$ cat src/rtl/equilibrium_pkg.sv
// equilibrium_pkg -- shared definitions for the stepper position controller.
//   state_e      : controller state encoding (also shown on the debug display)
//   *_DEF        : default parameter values for stepper_pos_ctrl
//   clamp_pos    : limits a requested position to the rightmost legal step
//   step_pos     : one step right/left, saturating at 0 and pos_max
package equilibrium_pkg;

  localparam int          POS_W           = 16;
  localparam int          HALF_PERIOD_DEF = 25000;  // 1 kHz step rate at 50 MHz
  localparam int          DIR_SETUP_DEF   = 50;
  localparam logic [15:0] POS_MAX_DEF     = 16'd4000;

  typedef enum logic [2:0] {
    ST_IDLE     = 3'd0,
    ST_HOMING   = 3'd1,
    ST_DIR_WAIT = 3'd2,
    ST_STEP_HI  = 3'd3,
    ST_STEP_LO  = 3'd4
  } state_e;

  function automatic logic [POS_W-1:0] clamp_pos(input logic [POS_W-1:0] pos,
                                                 input logic [POS_W-1:0] pos_max);
    return (pos > pos_max) ? pos_max : pos;
  endfunction

  function automatic logic [POS_W-1:0] step_pos(input logic [POS_W-1:0] pos,
                                                input logic             right,
                                                input logic [POS_W-1:0] pos_max);
    if (right) return (pos >= pos_max) ? pos_max : pos + 16'd1;
    else       return (pos == '0)      ? '0      : pos - 16'd1;
  endfunction

endpackage

$ cat src/rtl/phase_timer.sv
// phase_timer -- loadable down-counter timing DIR_WAIT and the step phases.
//   clock    in  system clock
//   reset    in  asynchronous active-high reset
//   load     in  load load_val this cycle
//   load_val in  W  cycles-minus-one of the phase being started
//   done     out counter has reached zero (last cycle of the phase)
module phase_timer #(
  parameter int W = 16
) (
  input  logic         clock,
  input  logic         reset,
  input  logic         load,
  input  logic [W-1:0] load_val,
  output logic         done
);

  logic [W-1:0] cnt_q, cnt_d;

  always_comb begin
    // NOTE: every combinational output gets a default first, so no path
    // leaves it unassigned and no latch is inferred.
    cnt_d = cnt_q;
    if (load)              cnt_d = load_val;
    else if (cnt_q != '0)  cnt_d = cnt_q - 1'b1;
  end

  // NOTE: state is updated only with non-blocking assignments so every flop
  // samples the pre-edge values regardless of statement order.
  always_ff @(posedge clock or posedge reset) begin
    if (reset) cnt_q <= '0;
    else       cnt_q <= cnt_d;
  end

  assign done = (cnt_q == '0);

endmodule

$ cat src/rtl/stepper_pos_ctrl.sv
// stepper_pos_ctrl -- absolute position controller for a step/dir driver.
//   clock, reset            system clock, asynchronous active-high reset
//   calib                   one-cycle homing request (highest priority)
//   trava_servo             while high, no new move starts; a running move
//                           stops after its current step pulse
//   target_pos/target_valid requested absolute position and its strobe
//   end_left, end_right     asynchronous limit switches, active-high
//   step, dir               driver outputs (dir 1 = position increasing)
//   current_pos             position counter in steps
//   busy, homed             status; db_estado shows the state encoding
module stepper_pos_ctrl
  import equilibrium_pkg::*;
#(
  parameter int          HALF_PERIOD = HALF_PERIOD_DEF,
  parameter int          DIR_SETUP   = DIR_SETUP_DEF,
  parameter logic [15:0] POS_MAX     = POS_MAX_DEF
) (
  input  logic        clock,
  input  logic        reset,
  input  logic        calib,
  input  logic        trava_servo,
  input  logic [15:0] target_pos,
  input  logic        target_valid,
  input  logic        end_left,
  input  logic        end_right,
  output logic        step,
  output logic        dir,
  output logic [15:0] current_pos,
  output logic        busy,
  output logic        homed,
  output logic [2:0]  db_estado
);

  localparam int TMR_MAX = (HALF_PERIOD > DIR_SETUP) ? HALF_PERIOD : DIR_SETUP;
  localparam int TW      = $clog2(TMR_MAX + 1);
  localparam logic [TW-1:0] HALF_LOAD = TW'(HALF_PERIOD - 1);
  localparam logic [TW-1:0] DIR_LOAD  = TW'(DIR_SETUP - 1);

  state_e      state_q, state_d;
  logic        home_hi_q, home_hi_d;   // high half of a homing step pulse
  logic        step_q, step_d;
  logic        dir_q, dir_d;
  logic [15:0] pos_q, pos_d;
  logic [15:0] target_q, target_d;
  logic        homed_q, homed_d;
  logic [1:0]  el_sync_q, er_sync_q;

  logic        end_left_s, end_right_s;
  logic        accept;
  logic [15:0] tgt_clamped;
  logic        tmr_load, tmr_done;
  logic [TW-1:0] tmr_val;

  assign end_left_s  = el_sync_q[1];
  assign end_right_s = er_sync_q[1];

  phase_timer #(.W(TW)) u_timer (
    .clock    (clock),
    .reset    (reset),
    .load     (tmr_load),
    .load_val (tmr_val),
    .done     (tmr_done)
  );

  assign tgt_clamped = clamp_pos(target_pos, POS_MAX);
  assign accept      = target_valid && !calib && homed_q && !trava_servo &&
                       (state_q != ST_HOMING);

  always_comb begin
    state_d   = state_q;
    home_hi_d = home_hi_q;
    dir_d     = dir_q;
    pos_d     = pos_q;
    target_d  = accept ? tgt_clamped : target_q;
    homed_d   = homed_q;
    tmr_load  = 1'b0;
    tmr_val   = '0;

    if (calib) begin
      // Timer loaded with zero so the first HOMING cycle can already look
      // at end_left and finish without ever raising step.
      state_d   = ST_HOMING;
      home_hi_d = 1'b0;
      dir_d     = 1'b0;
      homed_d   = 1'b0;
      tmr_load  = 1'b1;
    end else if (state_q != ST_HOMING && end_left_s && !dir_q) begin
      state_d  = ST_IDLE;
      pos_d    = '0;
      target_d = '0;
    end else if (state_q != ST_HOMING && end_right_s && dir_q) begin
      state_d  = ST_IDLE;
      pos_d    = POS_MAX;
      target_d = POS_MAX;
    end else begin
      unique case (state_q)
        ST_IDLE: begin
          if (accept && tgt_clamped != pos_q) begin
            dir_d    = (tgt_clamped > pos_q);
            state_d  = ST_DIR_WAIT;
            tmr_load = 1'b1;
            tmr_val  = DIR_LOAD;
          end
        end
        ST_HOMING: begin
          // Position is unknown while homing, so pos_q is left untouched.
          if (end_left_s) begin
            state_d   = ST_IDLE;
            home_hi_d = 1'b0;
            pos_d     = '0;
            homed_d   = 1'b1;
          end else if (tmr_done) begin
            home_hi_d = !home_hi_q;
            tmr_load  = 1'b1;
            tmr_val   = HALF_LOAD;
          end
        end
        ST_DIR_WAIT: begin
          if (tmr_done) begin
            state_d  = ST_STEP_HI;
            pos_d    = step_pos(pos_q, dir_q, POS_MAX);
            tmr_load = 1'b1;
            tmr_val  = HALF_LOAD;
          end
        end
        ST_STEP_HI: begin
          if (tmr_done) begin
            state_d  = ST_STEP_LO;
            tmr_load = 1'b1;
            tmr_val  = HALF_LOAD;
          end
        end
        ST_STEP_LO: begin
          // The only point where a new target, a reversal or the hold input
          // can change the motion, so a pulse is never cut short.
          if (tmr_done) begin
            if (trava_servo || pos_q == target_q) begin
              state_d = ST_IDLE;
            end else if ((target_q > pos_q) == dir_q) begin
              state_d  = ST_STEP_HI;
              pos_d    = step_pos(pos_q, dir_q, POS_MAX);
              tmr_load = 1'b1;
              tmr_val  = HALF_LOAD;
            end else begin
              dir_d    = !dir_q;
              state_d  = ST_DIR_WAIT;
              tmr_load = 1'b1;
              tmr_val  = DIR_LOAD;
            end
          end
        end
        default: state_d = ST_IDLE;
      endcase
    end

    // Step is registered from the next state so it rises in the same cycle
    // the position counter changes.
    step_d = (state_d == ST_STEP_HI) || (state_d == ST_HOMING && home_hi_d);
  end

  always_ff @(posedge clock or posedge reset) begin
    if (reset) begin
      el_sync_q <= '0;
      er_sync_q <= '0;
      state_q   <= ST_IDLE;
      home_hi_q <= 1'b0;
      step_q    <= 1'b0;
      dir_q     <= 1'b0;
      pos_q     <= '0;
      target_q  <= '0;
      homed_q   <= 1'b0;
    end else begin
      el_sync_q <= {el_sync_q[0], end_left};
      er_sync_q <= {er_sync_q[0], end_right};
      state_q   <= state_d;
      home_hi_q <= home_hi_d;
      step_q    <= step_d;
      dir_q     <= dir_d;
      pos_q     <= pos_d;
      target_q  <= target_d;
      homed_q   <= homed_d;
    end
  end

  assign step        = step_q;
  assign dir         = dir_q;
  assign current_pos = pos_q;
  assign busy        = (state_q != ST_IDLE);
  assign homed       = homed_q;
  assign db_estado   = state_q;

endmodule

$ cat config.mk
export PLATFORM = sky130hd
export DESIGN_NAME = stepper_pos_ctrl
export DESIGN_NICKNAME = d
export VERILOG_FILES = /design/src/rtl/equilibrium_pkg.sv /design/src/rtl/phase_timer.sv /design/src/rtl/stepper_pos_ctrl.sv
export SDC_FILE = /design/constraint.sdc
export NUM_CORES = 1
export LEC_CHECK = 0
export ABC_AREA = 0
export ABC_CLOCK_PERIOD_IN_PS = 4100
export CAP_MARGIN = 20
export CORE_UTILIZATION = 58
export DETAILED_ROUTE_END_ITERATION = 8
export GPL_TIMING_DRIVEN = 0
export PLACE_DENSITY = 0.81
export SLEW_MARGIN = 40
export SYNTH_ARGS = -nofsm -noshare
export SYNTH_HDL_FRONTEND = slang
export SYNTH_SLANG_ARGS = --single-unit
export TNS_END_PERCENT = 30
$ cat constraint.sdc
create_clock -name clock -period 4.1 [get_ports clock]
set_clock_uncertainty 0.2 [all_clocks]
set_input_delay 1.23 -clock clock [delete_from_list [all_inputs] [get_ports clock]]
set_output_delay 1.23 -clock clock [all_outputs]
set_load 0.02 [all_outputs]
# Word-level counts from Yosys, hierarchy flattened
# Index checks and enable logic that the tools add are counted.
# op_classes
n_addsub	3
bitwise_logic	1
reduce_logical	30
mux	67
magnitude_cmp	4
eq_ne	21
# op_table
cell	count
$mux W16	15
$mux W15	10
$pmux W15 S4	1
$pmux W16 S3	1
$gt A16 B16 Y1	2
$mux W1	27
$mux W3	8
$ne A4 B4 Y1 const B	5
$add A16 B1 Y16 const B	1
$eq A16 B16 Y1	1
$ge A16 B12 Y1 const B	1
$gt A16 B12 Y1 const B	1
$logic_not A16 Y1	1
$ne A16 B16 Y1	1
$sub A16 B1 Y16 const B	1
$logic_not A15 Y1	1
$pmux W3 S5	1
$reduce_bool A15 Y1	1
$sub A15 B1 Y15 const B	1
$reduce_and A7 Y1	2
$ne A3 B3 Y1 const B	4
$logic_and A1 B1 Y1	10
$eq A3 B2 Y1 const B	3
$eq A3 B1 Y1 const B	2
17 further kinds	25
# word_totals
ff_bits	58
input_bits	23
output_inout_bits	23
elab_cells	136

# Longest topological paths before layout
# depth
depth_word	14
mapped_depth	14
ltp_nobuf	13

# Modules after synthesis
# Synthesis repeated with hierarchy kept, for this count alone.
# unflattened
cells_unflattened	539
hier_area_um2	4490.6
# by_module_without_submodules
mod	area_per_inst_um2	instances	cells_each	seq_area_each_um2
stepper_pos_ctrl	3618.5	1	451	1076.0
phase_timer	872.1	1	88	375.4

# Worst setup path after synthesis
# Ideal clock, no wire load.
# synth_timing
kind	input port to flip-flop
from	in target_pos[15]
to	reg u_timer.cnt_q[1]
n_path_buf	1
cell_stages	12
setup_ns	0.141
slack_ns	-0.127
required_ns	3.759
arrival_time_ns	3.887
cell_sequence	nor4_1 > o31a_1 > nand2b_1 > ha_1 > nand2_1 > or4_1 > o211ai_2 > a31oi_2 > or2_1 > buf_6 > nor3_2 > a21oi_1
# synth_via
elab_chain_cells	10
elab_cells_between_ends	11
classes_between	order compare (1); eq/ne (1); mux (7); reduce/logical (2)
# synth_rtl
element	line	rtl
start: declaration	stepper_pos_ctrl.sv:22	input logic [15:0] target_pos,
$gt A16 B12 Y1	equilibrium_pkg.sv:23	return (pos > pos_max) ? pos_max : pos;
$mux W16 (*)	equilibrium_pkg.sv:23	
$ne A16 B16 Y1 (*)	stepper_pos_ctrl.sv:98	if (accept && tgt_clamped != pos_q) begin
$logic_and A1 B1 Y1 (*)	stepper_pos_ctrl.sv:98	
$mux W1 (*)	stepper_pos_ctrl.sv:98	
$pmux W1 S4 (*)	stepper_pos_ctrl.sv:96	unique case (state_q)
$mux W1 (*)	stepper_pos_ctrl.sv:91	end else if (state_q != ST_HOMING && end_right_s && dir_q) begin
$mux W1 (*)	stepper_pos_ctrl.sv:87	end else if (state_q != ST_HOMING && end_left_s && !dir_q) begin
$mux W1 (*)	stepper_pos_ctrl.sv:79	if (calib) begin
$mux W15 or $reduce_bool A2 Y1 (tied branches)	n/a	
end signal: assignment	phase_timer.sv:31	else cnt_q <= cnt_d;
end: declaration	phase_timer.sv:17	logic [W-1:0] cnt_q, cnt_d;
# Mark *: on every way between the ends. The rest lies on a longest branch, timed or not.
# A chain may end at the register's enable or synchronous reset.

# Final worst setup path
# layout_timing
from	in target_pos[1]
to	reg u_timer.cnt_q[4]
# layout_via
elab_chain_cells	10
elab_cells_between_ends	16
classes_between	order compare (1); eq/ne (1); mux (12); reduce/logical (2)
# layout_rtl
element	line
$gt A16 B12 Y1	equilibrium_pkg.sv:23
$mux W16 (*)	equilibrium_pkg.sv:23
$ne A16 B16 Y1 (*)	stepper_pos_ctrl.sv:98
$logic_and A1 B1 Y1 (*)	stepper_pos_ctrl.sv:98
$mux W6 or $mux W1 (tied branches)	stepper_pos_ctrl.sv:98
$pmux W15 S4 or $pmux W1 S4 (tied branches)	stepper_pos_ctrl.sv:96
$mux W15 or $mux W1 (tied branches)	stepper_pos_ctrl.sv:91
$mux W15 or $mux W1 (tied branches)	stepper_pos_ctrl.sv:87
$mux W15 or $mux W1 (tied branches)	stepper_pos_ctrl.sv:79
$mux W15 or $reduce_bool A2 Y1 (tied branches)	n/a
# Marked as above.

==> results.md <==
- Run status: finished, final reports clean
- Initial core utilization: 0.612
- Total gr overflow: 0
- Sw Ratio: 0.391
- Clk pin slew, worst setup/hold paths: 60 ps
- Syn. warnings: 0
- Synthesized cell area: 0.00451 mm2
- TritonCTS Buffers: 9
- Critical path peak fanout: 5
- Layout cells sized above 1: 0.132
- M1 GR Usage: 0.422
- Max cap viols: 0
- N_diodes: 0
- Clock share of power: 0.241
- # DRC: 0
- Crit path capture type: flop
- CP startpoint kind: input pin
- Setup TNS: 0 ps
- Flops & latches, synth: 58
- Placed inst area: 0.00513 mm2
- Post-Syn Area per Cell: 8.58 um2
- CTS tree: done
- Synth Instances: ~530
- Hold_buf cts: 0
- CTS sink count: just under 60
- Hold Path Class: flop to flop
- Clk root buf: clkbuf_8
- WS Path Type: input pin to flop
- H-Tree Depth: 3
- Die ar.: 0.00814 mm2
- Pleak: between 0.002 and 0.0025 uW
- Area Growth Syn to Fin: 21.5%
- First-pass GRT wire length: roughly 20,000 um
- # fillers: 576
- Unique masters post-synth: 74
- Final setup margin: around 140 ps
- Final core utilization: 0.744
- Cell Int Power: 1410 uW
- Sequential share of power: 0.327
- Upper clock frequency limit: 0.252 GHz
- Minimum clock period: 3960 ps
- Number of flops mapped to enable cells by yosys: 0
- Hold Startpoint: er_sync_q[0]
- Most common cell after layout, fill and taps aside: nand2_1
- # setup viols final: 0
- Psw: 907 uW
- Placed Instances: 674
- Final hold vios: 0
- WL final: ~12,000 um
- Largest net degree at the start of global routing: 40
- Main flop type after synthesis: dfrtp_1
- CTS max path bufs: 2
- Row cnt: 31
- Top cell type's share of synthesized area: 0.322
- Met2 global-route usage: 0.496
- Met3 Use GR: 0.0592
- Synth area leaders: dfrtp_1 32%, ha_1 10%, nand2_1 5.0%, a21oi_1 4.7%, nor2_1 3.5%
- Worst-Margin Slew: ~750 ps
- Period utilization: 0.966
- Final ANT Viol Nets: 0
- Gpl congestion: ~0.9
- Part of the power in combinational logic: 0.433
- Post-synthesis sequential area ratio: 0.322
- Finished Layout Cells: 697
- Critical Path Source: target_pos[1]
- Initial DRC count: roughly 260
- Clk_lat worst skew: 350 ps
- Max_slew headroom: 0.496
- Horiz. Die Dim: 90.2 um
- Slew Limit Fails: 0
- Required time of the critical path: 4120 ps
- Port Buffers: 45
- Vias in the first global route: 4,150
- Die Y-Extent: 90.2 um
- Final #Nets: about 650
- Dpl hpwl: 8820 um
- Worst ir drop on vdd: around 0.28 mV
- GRT Total Usage: 0.315
- # IOs: 46
- GR peak layer: met2
- Asr flop ratio synth: 1.00
- Post-placement setup slack: -779 ps
- Reg2reg start: current_pos[2]
- Initial antenna violation count: 0
- PwrDens: 423 mW/mm2
- Post-route cell area: 0.00548 mm2
- Via-per-instance ratio: around 6.3
- Commonest cells after routing, fill and taps aside: 60 x nand2_1, 58 x dfrtp_1, 42 x nor2_1
- Leading area contributor after synthesis: dfrtp_1
- CP arrival: 3980 ps
- First-pass DRT Iterations: 5
- Via Count: 4,373
- Core Region: 0.00737 mm2
- Routed length per instance: around 18 um
==> synth_stat cells, types with 4 or more instances <==
| cell type | instances |
|---|---|
| o21ai_0 | 19 |
| nor3b_1 | 4 |
| nor4_1 | 7 |
| nand2_1 | 60 |
| xnor2_1 | 12 |
| nor2b_1 | 8 |
| xor2_1 | 8 |
| mux2i_1 | 9 |
| o21ai_1 | 13 |
| and3_1 | 5 |
| o21a_1 | 4 |
| nand4_1 | 17 |
| a31oi_1 | 4 |
| nor3_2 | 4 |
| nor2_1 | 42 |
| and4_1 | 4 |
| dfrtp_1 | 58 |
| a21o_1 | 4 |
| nand2b_1 | 9 |
| ha_1 | 36 |
| o21bai_1 | 4 |
| inv_1 | 24 |
| nor3_1 | 11 |
| and2_1 | 11 |
| or2_1 | 4 |
| nand3_1 | 14 |
| or3_1 | 4 |
| buf_2 | 7 |
| a21oi_1 | 42 |
| clkbuf_1 | 11 |
| buf_6 | 5 |
==> flip-flops by register name, indices dropped and copies added (netlist names) <==
name	flops
current_pos	16
target_q	16
home_hi_q	1
homed	1
db_estado	3
dir	1
step	1
u_timer.cnt_q	15
er_sync_q	2
el_sync_q	2
==> cell type report <==
class	count	area (um2)	share of cell area
tap	99	124	0.0226
sequential	58	1450	0.265
inverter	24	92.6	0.0169
buffer	23	133	0.0242
timing repair buffer	54	557	0.102
clock inverter	2	35.0	0.00639
clock buffer	13	169	0.0308
multi-input combinational	424	2920	0.533
==> final timing paths <==
| check | end | slack (ps) | cells past startpoint |
|---|---|---|---|
| worst max-delay path | u_timer.cnt_q[4] | 140 | 15 |
| worst min-delay path | er_sync_q[1] | 150 | 0 |
| worst max register to register | current_pos[5] | 450 | 9 |
| worst min register to register | er_sync_q[1] | 150 | 0 |
| max in group asynchronous | target_q[3] | 2230 | 3 |
| min in group asynchronous | current_pos[7] | 980 | 2 |
==> per-stage QoR <==
| stage | total power, uW | hold slack, ps |
|---|---|---|
| after floorplan | 1490 | 131 |
| after global placement | 1680 | 135 |
| after detailed placement | 1720 | 138 |
| after CTS | 2300 | 153 |
| after global routing | 2460 | 157 |
| final | 2320 | 150 |
==> critical path, cell delays in order <==
cell and delay [ps]:
clkdlybuf4s15_1 180, nor3_2 180, nand2_1 90, a21oi_2 140, o31a_1 200, nand2b_1 110, ha_1 300, nand2_1 50
or4_4 510, o211ai_4 260, a31oi_4 130, or2_1 250, buf_6 150, nor2_8 130, nor2_1 60
==> logic make-up after synthesis <==
| group | synth area share |
|---|---|
| AND/OR/NAND/NOR | 0.279 |
| AO/OA/AOI/OAI | 0.191 |
| flip-flops | 0.322 |
| buffers and inverters | 0.0494 |
| adder cells (fa/ha/maj) | 0.0998 |
| XOR/XNOR | 0.0388 |
| multiplexers | 0.0200 |
| other | 0.000831 |
==> power groups by stage <==
stage | sequential [uW] | clock (uW) | combinational [uW]
finish | 759 | 559 | 1000
detailed placement | 766 | 0 | 951
global route | 771 | 585 | 1110
floorplan | 760 | 0 | 730
global placement | 761 | 0 | 919
CTS | 756 | 565 | 981
==> per-layer routing <==
metal | vias up | part of all wire
met5 | - | 0
met1 | 2100 | 0.43
met2 | 201 | 0.47
met3 | 30 | 0.071
li1 | 2042 | -
met4 | 0 | 0.026
==> repair_timing <==
item	in CTS	in global routing
setup buffers	8	0
pin swaps	15	13
resized for setup	17	16
endpoints found under the setup margin	17	16
(Power assumes the default switching activity.)
